### config.mk
export PLATFORM = sky130hd
export DESIGN_NAME = mem_arbiter
export DESIGN_NICKNAME = d
export VERILOG_FILES = /design/src/rtl/mem_arb_pkg.sv /design/src/rtl/mem_rsp_tracker.sv /design/src/rtl/mem_arbiter.sv
export SDC_FILE = /design/constraint.sdc
export NUM_CORES = 1
export LEC_CHECK = 0
export ABC_AREA = 0
export CORE_AREA = 2 2 119 121
export CTS_BUF_LIST = sky130_fd_sc_hd__clkbuf_16
export DETAILED_ROUTE_END_ITERATION = 7
export DIE_AREA = 0 0 121 123
export PLACE_DENSITY_LB_ADDON = 0.15
export SLEW_MARGIN = 15
export SYNTH_ARGS = -nofsm -noshare
export SYNTH_HDL_FRONTEND = slang
export SYNTH_SLANG_ARGS = --single-unit
### constraint.sdc
create_clock -name i_clk -period 3.9 [get_ports i_clk]
set_clock_uncertainty 0.1 [all_clocks]
set_input_delay 1.17 -clock i_clk [delete_from_list [all_inputs] [get_ports i_clk]]
set_output_delay 1.17 -clock i_clk [all_outputs]
set_load 0.005 [all_outputs]
### src/rtl/mem_arb_pkg.sv
// Shared definitions for the two-port cache-to-memory arbiter: FSM encoding,
// port indices and default sizing.
package mem_arb_pkg;

   typedef enum logic [1:0] {
      IDLE  = 2'd0,
      GRANT = 2'd1,
      DRAIN = 2'd2
   } arb_state_t;

   localparam logic PORT_IC = 1'b0;
   localparam logic PORT_DC = 1'b1;

   localparam int DEF_BURST_LEN = 4;
   localparam int DEF_MAX_OUT   = 4;
   localparam int DEF_CNT_W     = 3;

endpackage

### src/rtl/mem_rsp_tracker.sv
// Outstanding-read counter for the arbiter. Responses that arrive with nothing
// outstanding are dropped, which also discards stale traffic after a reset.
module mem_rsp_tracker
   import mem_arb_pkg::*;
#(
   parameter int MAX_OUT = DEF_MAX_OUT,
   parameter int CNT_W   = DEF_CNT_W
) (
   input  logic i_clk,
   input  logic i_rst_n,
   input  logic i_inc,
   input  logic i_rsp,
   output logic o_rsp_ok,
   output logic o_full,
   output logic o_empty,
   output logic o_empty_next
);

   localparam logic [CNT_W-1:0] MAX_CNT = CNT_W'(MAX_OUT);

   logic [CNT_W-1:0] cnt_q;
   logic [CNT_W-1:0] cnt_d;
   logic             inc_ok;

   assign o_empty  = (cnt_q == '0);
   assign o_rsp_ok = i_rsp && !o_empty;
   // A response landing this cycle frees a slot, so the requester may issue now.
   assign o_full   = (cnt_q >= MAX_CNT) && !o_rsp_ok;
   assign inc_ok   = i_inc && !o_full;

   always_comb begin
      cnt_d = cnt_q;
      if (inc_ok && !o_rsp_ok) begin
         cnt_d = cnt_q + 1'b1;
      end else if (!inc_ok && o_rsp_ok) begin
         cnt_d = cnt_q - 1'b1;
      end
   end

   assign o_empty_next = (cnt_d == '0);

   always_ff @(posedge i_clk) begin
      if (!i_rst_n) begin
         cnt_q <= '0;
      end else begin
         cnt_q <= cnt_d;
      end
   end

endmodule

### src/rtl/mem_arbiter.sv
// Merges instruction- and data-cache word requests onto one memory port,
// granting one cache per burst and routing in-order read responses back.
//
// state | meaning
// IDLE  | no grant; pick next owner (round-robin on ties), all outputs 0
// GRANT | owner forwarded to memory, up to BURST_LEN beats
// DRAIN | burst full; wait for outstanding reads before re-arbitrating
module mem_arbiter
   import mem_arb_pkg::*;
#(
   parameter int BURST_LEN = DEF_BURST_LEN,
   parameter int MAX_OUT   = DEF_MAX_OUT,
   parameter int CNT_W     = DEF_CNT_W
) (
   input  logic        i_clk,
   input  logic        i_rst_n,
   output logic        o_ic_ready,
   input  logic [31:0] i_ic_addr,
   input  logic        i_ic_ren,
   input  logic        i_ic_wen,
   input  logic [31:0] i_ic_wdata,
   output logic [31:0] o_ic_rdata,
   output logic        o_ic_valid,
   output logic        o_dc_ready,
   input  logic [31:0] i_dc_addr,
   input  logic        i_dc_ren,
   input  logic        i_dc_wen,
   input  logic [31:0] i_dc_wdata,
   output logic [31:0] o_dc_rdata,
   output logic        o_dc_valid,
   input  logic        i_mem_ready,
   output logic [31:0] o_mem_addr,
   output logic        o_mem_ren,
   output logic        o_mem_wen,
   output logic [31:0] o_mem_wdata,
   input  logic [31:0] i_mem_rdata,
   input  logic        i_mem_valid
);

   localparam logic [CNT_W-1:0] BURST_MAX = CNT_W'(BURST_LEN);

   arb_state_t       state_q, state_d;
   logic             owner_q, owner_d;
   logic             last_q, last_d;
   logic [CNT_W-1:0] beat_q, beat_d;

   logic        ic_req, dc_req;
   logic        own_req, own_ren, own_wen;
   logic [31:0] own_addr, own_wdata;
   logic        ready_own, accept, rd_accept;
   logic        full, empty, empty_next, rsp_ok;
   logic        unused_ic_wr;

   // The instruction cache never writes; its write inputs exist only for port symmetry.
   assign unused_ic_wr = ^{i_ic_wen, i_ic_wdata};
   assign ic_req       = i_ic_ren;
   assign dc_req       = i_dc_ren | i_dc_wen;

   always_comb begin
      own_req   = ic_req;
      own_ren   = i_ic_ren;
      own_wen   = 1'b0;
      own_addr  = i_ic_addr;
      own_wdata = '0;
      if (owner_q == PORT_DC) begin
         own_req   = dc_req;
         own_ren   = i_dc_ren;
         own_wen   = i_dc_wen;
         own_addr  = i_dc_addr;
         own_wdata = i_dc_wdata;
      end
   end

   mem_rsp_tracker #(
      .MAX_OUT (MAX_OUT),
      .CNT_W   (CNT_W)
   ) u_rsp_tracker (
      .i_clk        (i_clk),
      .i_rst_n      (i_rst_n),
      .i_inc        (rd_accept),
      .i_rsp        (i_mem_valid),
      .o_rsp_ok     (rsp_ok),
      .o_full       (full),
      .o_empty      (empty),
      .o_empty_next (empty_next)
   );

   always_comb begin
      state_d     = state_q;
      owner_d     = owner_q;
      last_d      = last_q;
      beat_d      = beat_q;
      ready_own   = 1'b0;
      accept      = 1'b0;
      rd_accept   = 1'b0;
      o_mem_addr  = '0;
      o_mem_ren   = 1'b0;
      o_mem_wen   = 1'b0;
      o_mem_wdata = '0;

      case (state_q)
         IDLE: begin
            if (ic_req || dc_req) begin
               if (ic_req && dc_req) begin
                  owner_d = ~last_q;
               end else begin
                  owner_d = dc_req ? PORT_DC : PORT_IC;
               end
               beat_d  = '0;
               state_d = GRANT;
            end
         end

         GRANT: begin
            ready_own   = i_mem_ready && !full && (beat_q < BURST_MAX);
            accept      = own_req && ready_own;
            rd_accept   = accept && own_ren;
            o_mem_addr  = own_addr;
            o_mem_wdata = own_wdata;
            o_mem_ren   = own_ren && ready_own;
            o_mem_wen   = own_wen && ready_own;
            if (accept) begin
               beat_d = beat_q + 1'b1;
            end
            if (accept && (beat_q == BURST_MAX - 1'b1)) begin
               state_d = DRAIN;
            end else if (!own_req && empty) begin
               state_d = IDLE;
               last_d  = owner_q;
            end
         end

         DRAIN: begin
            if (empty_next) begin
               state_d = IDLE;
               last_d  = owner_q;
            end
         end

         default: state_d = IDLE;
      endcase
   end

   always_ff @(posedge i_clk) begin
      if (!i_rst_n) begin
         state_q <= IDLE;
         owner_q <= PORT_IC;
         last_q  <= PORT_IC;
         beat_q  <= '0;
      end else begin
         state_q <= state_d;
         owner_q <= owner_d;
         last_q  <= last_d;
         beat_q  <= beat_d;
      end
   end

   // Reads are only outstanding while their issuer holds the grant.
   assign o_ic_valid = rsp_ok && (owner_q == PORT_IC);
   assign o_dc_valid = rsp_ok && (owner_q == PORT_DC);
   assign o_ic_rdata = o_ic_valid ? i_mem_rdata : '0;
   assign o_dc_rdata = o_dc_valid ? i_mem_rdata : '0;
   assign o_ic_ready = ready_own && (owner_q == PORT_IC);
   assign o_dc_ready = ready_own && (owner_q == PORT_DC);

endmodule

## Word level (Yosys, flattened, before mapping)

Index checks and enable logic that the tools add are counted.

| word-level totals | value |
|---|---|
| bits of input ports | 168 |
| output and inout port bits | 134 |
| word-level logic and storage cells | 84 |
| register bits after elaboration | 10 |

| cells by class | value |
|---|---|
| bitwise operators | 3 |
| eq/ne operators | 9 |
| mux-type cells | 29 |
| reductions and logical operators | 33 |
| magnitude comparators | 2 |
| add/sub/neg operators | 3 |

Operators with widths:

| cell | number |
|---|---|
| $mux W32 | 6 |
| $logic_and A1 B1 Y1 | 18 |
| $mux W1 | 12 |
| $mux W3 | 4 |
| $ne A2 B2 Y1 const B | 5 |
| $mux W2 | 4 |
| $add A3 B1 Y3 const B | 2 |
| $logic_not A3 Y1 | 2 |
| $pmux W2 S3 | 1 |
| $pmux W3 S2 | 1 |
| $reduce_and A3 Y1 | 2 |
| $logic_not A1 Y1 | 5 |
| $reduce_and A4 Y1 | 1 |
| $reduce_bool A2 Y1 | 2 |
| $eq A3 B2 Y1 const B | 1 |
| $ge A3 B3 Y1 const B | 1 |
| $lt A3 B3 Y1 const B | 1 |
| $ne A3 B3 Y1 const B | 1 |
| $sub A3 B1 Y3 const B | 1 |
| $eq A2 B1 Y1 const B | 1 |
| $eq A2 B2 Y1 const B | 1 |
| $logic_not A2 Y1 | 1 |
| $not A1 Y1 | 2 |
| $pmux W1 S2 | 1 |
| other kinds (3) | 3 |

## Longest topological paths before layout

| depth | value |
|---|---|
| depth in word-level cells | 19 |
| mapped depth | 8 |
| mapped depth without buffers | 8 |

## Modules after synthesis

From an unflattened synthesis, not the netlist that was laid out.

| unflattened totals | value |
|---|---|
| cell total of the unflattened synthesis | 285 |
| area total of the unflattened synthesis | 2023.2 um2 |

By module, submodules not included:

| module | instances | seq. area each (um2) | cells each | area an instance (um2) |
|---|---|---|---|---|
| mem_arbiter | 1 | 140.1 | 248 | 1705.4 |
| mem_rsp_tracker | 1 | 60.1 | 37 | 317.8 |

## Worst setup path before layout

No wires, ideal clock.

| timing | value |
|---|---|
| path type | input -> output |
| start point | input port i_mem_valid |
| end point | output port o_ic_ready |
| path buffers | 0 |
| slack | 0.809 ns |
| stages | 3 |
| arrival time | 1.821 ns |
| required time | 2.630 ns |
| cell sequence | and2b_1 -> or2_2 -> nor3_1 |

| on the way | value |
|---|---|
| longest elaborated chain between the ends | 8 |

RTL lines:

| item | RTL line | text |
|---|---|---|
| start, declared | mem_arbiter.sv:37 | `input logic i_mem_valid` |
| $logic_and A1 B1 Y1 | mem_rsp_tracker.sv:26 | `assign o_rsp_ok = i_rsp && !o_empty;` |
| $logic_not A1 Y1 | mem_rsp_tracker.sv:28 | `assign o_full = (cnt_q >= MAX_CNT) && !o_rsp_ok;` |
| $logic_and A1 B1 Y1 | mem_rsp_tracker.sv:28 |  |
| $logic_not A1 Y1 | mem_arbiter.sv:115 | `ready_own = i_mem_ready && !full && (beat_q < BURST_MAX);` |
| $logic_and A1 B1 Y1 (2 in series) | mem_arbiter.sv:115 |  |
| $mux W1 | mem_arbiter.sv:101 | `case (state_q)` |
| $logic_and A1 B1 Y1 | mem_arbiter.sv:163 | `assign o_ic_ready = ready_own && (owner_q == PORT_IC);` |
| end, declared | mem_arbiter.sv:17 | `output logic o_ic_ready,` |

No other way between the ends.

## Worst setup path in the final report

| timing | value |
|---|---|
| start point | input port i_mem_valid |
| end point | output port o_dc_rdata[11] |

| on the way | value |
|---|---|
| longest elaborated chain between the ends | 3 |

RTL lines:

| item | RTL line | text |
|---|---|---|
| $logic_and A1 B1 Y1 | mem_rsp_tracker.sv:26 |  |
| $logic_and A1 B1 Y1 | mem_arbiter.sv:160 | `assign o_dc_valid = rsp_ok && (owner_q == PORT_DC);` |
| $mux W32 | mem_arbiter.sv:162 | `assign o_dc_rdata = o_dc_valid ? i_mem_rdata : '0;` |
| end, declared | mem_arbiter.sv:29 | `output logic [31:0] o_dc_rdata,` |

No other way between the ends.

==> impl_results.md <==
* Die X-Extent at between 100 and 150 µm
* Core Region at approximately 14000 µm²
* Synth Register Bits at 10
* Worst stage delay on the critical path at about 500 ps
* Status: finished, final reports clean
* Setup Fix Bufs, Post-CTS at 0
* Worst path bufs/invs at 4
* Crit start category: primary input
* DR WL met3 at between 1 and 1.5 mm
* Die ar. at 14900 µm²
* # hold bufs at CTS at 0
* Clock-pin slew on the worst setup and hold paths at around 40 ps
* Aggregate global-route resource usage at between 10% and 20%
* # H-tree levels at 1
* Finished Cell Area at between 4000 and 5000 µm²
* Grt ovf at 0
* Root buffer cell: clkbuf_16
* Top delay family on crit path: buffers and inverters
* Area Growth Syn to Fin at 164%
* RSZ-0062 raised after global routing: true
* Clk_lat worst skew at 230 ps
* Hpwl dp at around 8.4 mm
* Initial antenna violation count at 0
* CTS Buffer Depth at 2
* Gpl congestion at roughly 0.8
* Fmax at around 0.26 GHz
* CP cell instances: dlygate4sd2_1, buf_6, and3_2, clkbuf_16, and2_1, clkdlybuf4s50_1
* Met2 routed WL at between 5 and 6 mm
* Vias in the first global route at between 2k and 3k
* Placed Area at 4800 µm²
* PD cells at between 200 and 300 nW/µm²
* Met1 wire length at about 3.4 mm
* Max FO, Critical Path at 16
* Effective utilization at floorplan at between 10% and 20%
* First-pass GRT wire length at 14.6 mm
* Final setup violating endpoints at 0
* # DRC at 0
* Final Critical Period at slightly below 4000 ps
* Total wire length at around 10 mm
* Num rows at between 40 and 50
* Setup slack, reg-to-reg at ~1200 ps
* # fillers at 1426
* DR pass1 iterations at 4
* Leading cell type in the layout, fill and taps excluded: clkdlybuf4s50_1
* Antenna Nets Post-Route at 0
* Commonest cells after routing, fill and taps aside: 262 x clkdlybuf4s50_1, 66 x and2_1, 45 x nor2_1
* Worst-Margin Slew at approximately 700 ps
* DRC violation total after the first TritonRoute iteration at 75
* Finished Core Util at between 30% and 40%
* Seq/Total Area, Yosys at ~11%
* TritonCTS Buffers at 3
* Ys Warns at 0
* DR top layer: met4
* Max cap viols at 0
* Via count at 2909
* Distinct cells, synth at 34
* Crit share post-route at between 90% and 100%
* Post-Syn Instances at between 200 and 300
* Critical path endpoint category: output port
* CP arrival at roughly 2600 ps
* Number of synthesized flops with an enable pin at 0
* Crit path max-delay cell type: clkdlybuf4s50_1
* Fin cells at about 700
* Syn avg cell area at approximately 6.8 µm²
* WL/cell at 14.5 µm
* Ys flop type: dfxtp_1
* Slew HR at roughly 54%
* VDD IR max at between 0.15 and 0.2 mV
* Hold Vio Cnt, Final at 0
* Syn nets at 448
* P_leak at about 2 nW
* Placed insts at between 700 and 800
* Hold_ws at between 300 and 400 ps
* Syn Std Cell Area at about 1900 µm²
* Final Net Count at just over 700
* Async SR Flop Fraction at 0%
* Setup TNS after final layout at 0 ps
* Largest net degree at the start of global routing at 40
* Layout cell share with drive strength beyond 1 at 5.57%
* Final slew viol count at 0
* Crit path required time at 2630 ps
* Worst Hold Class: register to register
* Clk sinks at 10
* Die height at approximately 120 µm
* Antenna diodes at 0
* IO Pins at 302
* Type of the worst setup path: primary input to output port
* DR vias/cell at 4.05
* IO Port Bufs at 268
* CTS tree: done
## report_power, final
part	switching, W	internal, W	total, W	leakage [nW]
Clock	0.0000493	0.000135	0.000184	0.0385
Sequential	0.0000319	0.000122	0.000154	0.0821
Combinational	0.000353	0.000563	0.000916	1.88
Total	0.000434	0.000819	0.00125	2.00
## metrics by stage
step	setup slack, ps	power, W
6_report	33.8	0.00125
5_1_grt	-45.9	0.00135
4_1_cts	14.8	0.00126
3_5_place_dp	-318	0.00104
3_3_place_gp	-337	0.00104
2_1_floorplan	809	0.000520
## state kept, by name (all words and copies together) (netlist names)
signal and cells:
owner_q 1, beat_q 3, state_q 2, last_q 1
u_rsp_tracker.cnt_q 3
## worst register-to-register path, stage by stage (launching register included)
cell and delay, ps:
dfxtp_2 770, mux2i_4 370, nor4_4 60, buf_4 150
and3b_1 200, or4_1 480, a31o_1 270, a32o_1 210
## path summary, 6_finish.rpt
path	startpoint	endpoint	cells past startpoint
worst max-delay path	i_mem_valid	o_dc_rdata[11]	6
worst min-delay path	beat_q[2]$_SDFFE_PN0P_	beat_q[2]$_SDFFE_PN0P_	2
worst max register to register	owner_q$_SDFFE_PN0P_	state_q[1]$_SDFFE_PN0P_	7
worst min register to register	beat_q[2]$_SDFFE_PN0P_	beat_q[2]$_SDFFE_PN0P_	2
## area by class of cell
cell class | instances | area (µm²) | area share (%)
clock inverters | 1 | 3.75 | 0.0759
well taps | 180 | 225 | 4.56
repair buffers | 283 | 2840 | 57.5
flip-flops and latches | 10 | 201 | 4.08
multi-input cells | 237 | 1580 | 31.9
inverters | 5 | 18.8 | 0.380
clock buffers | 3 | 75.1 | 1.52
## synthesized netlist by cell type (2+ instances only)
cell	instances	area share (%)
a21oi_1	5	1.3
a31oi_1	2	0.67
and2_1	66	22
and3_1	34	11
clkbuf_1	22	4.4
dfxtp_1	10	11
ha_1	5	3.3
inv_1	5	1.0
mux2i_1	35	19
nand2_1	7	1.4
nand2b_1	6	2.0
nand3_1	5	1.3
nor2_1	47	9.4
nor2b_1	2	0.67
o31ai_1	2	0.80
or2_2	2	0.67
or3_1	3	1.0
## kinds of logic (layout without fill, tap and decap cells)
kind of cell    Yosys count  after routing  share of synthesized area (%)
simple gates            178            178                           53.1
mux                      36             36                           19.9
buf+inv                  28            292                           6.02
compound gates           17             17                           6.43
flops                    10             10                           10.7
fa+ha+maj                 5              5                           3.35
xor+xnor                  1              1                          0.469
## what timing repair did
action,in CTS,in global routing
cloned,2,1
resized for setup,17,2
pin swaps,0,0
setup endpoints to repair,70,28
## layer usage
metal | vias up | global-route usage [%]
li1 | 1453 | -
met1 | 1261 | 12.0
met2 | 189 | 24.8
met3 | 6 | 4.61
met4 | 0 | 1.74
met5 | - | 0
No activity file was read; power rests on OpenSTA's default activity.
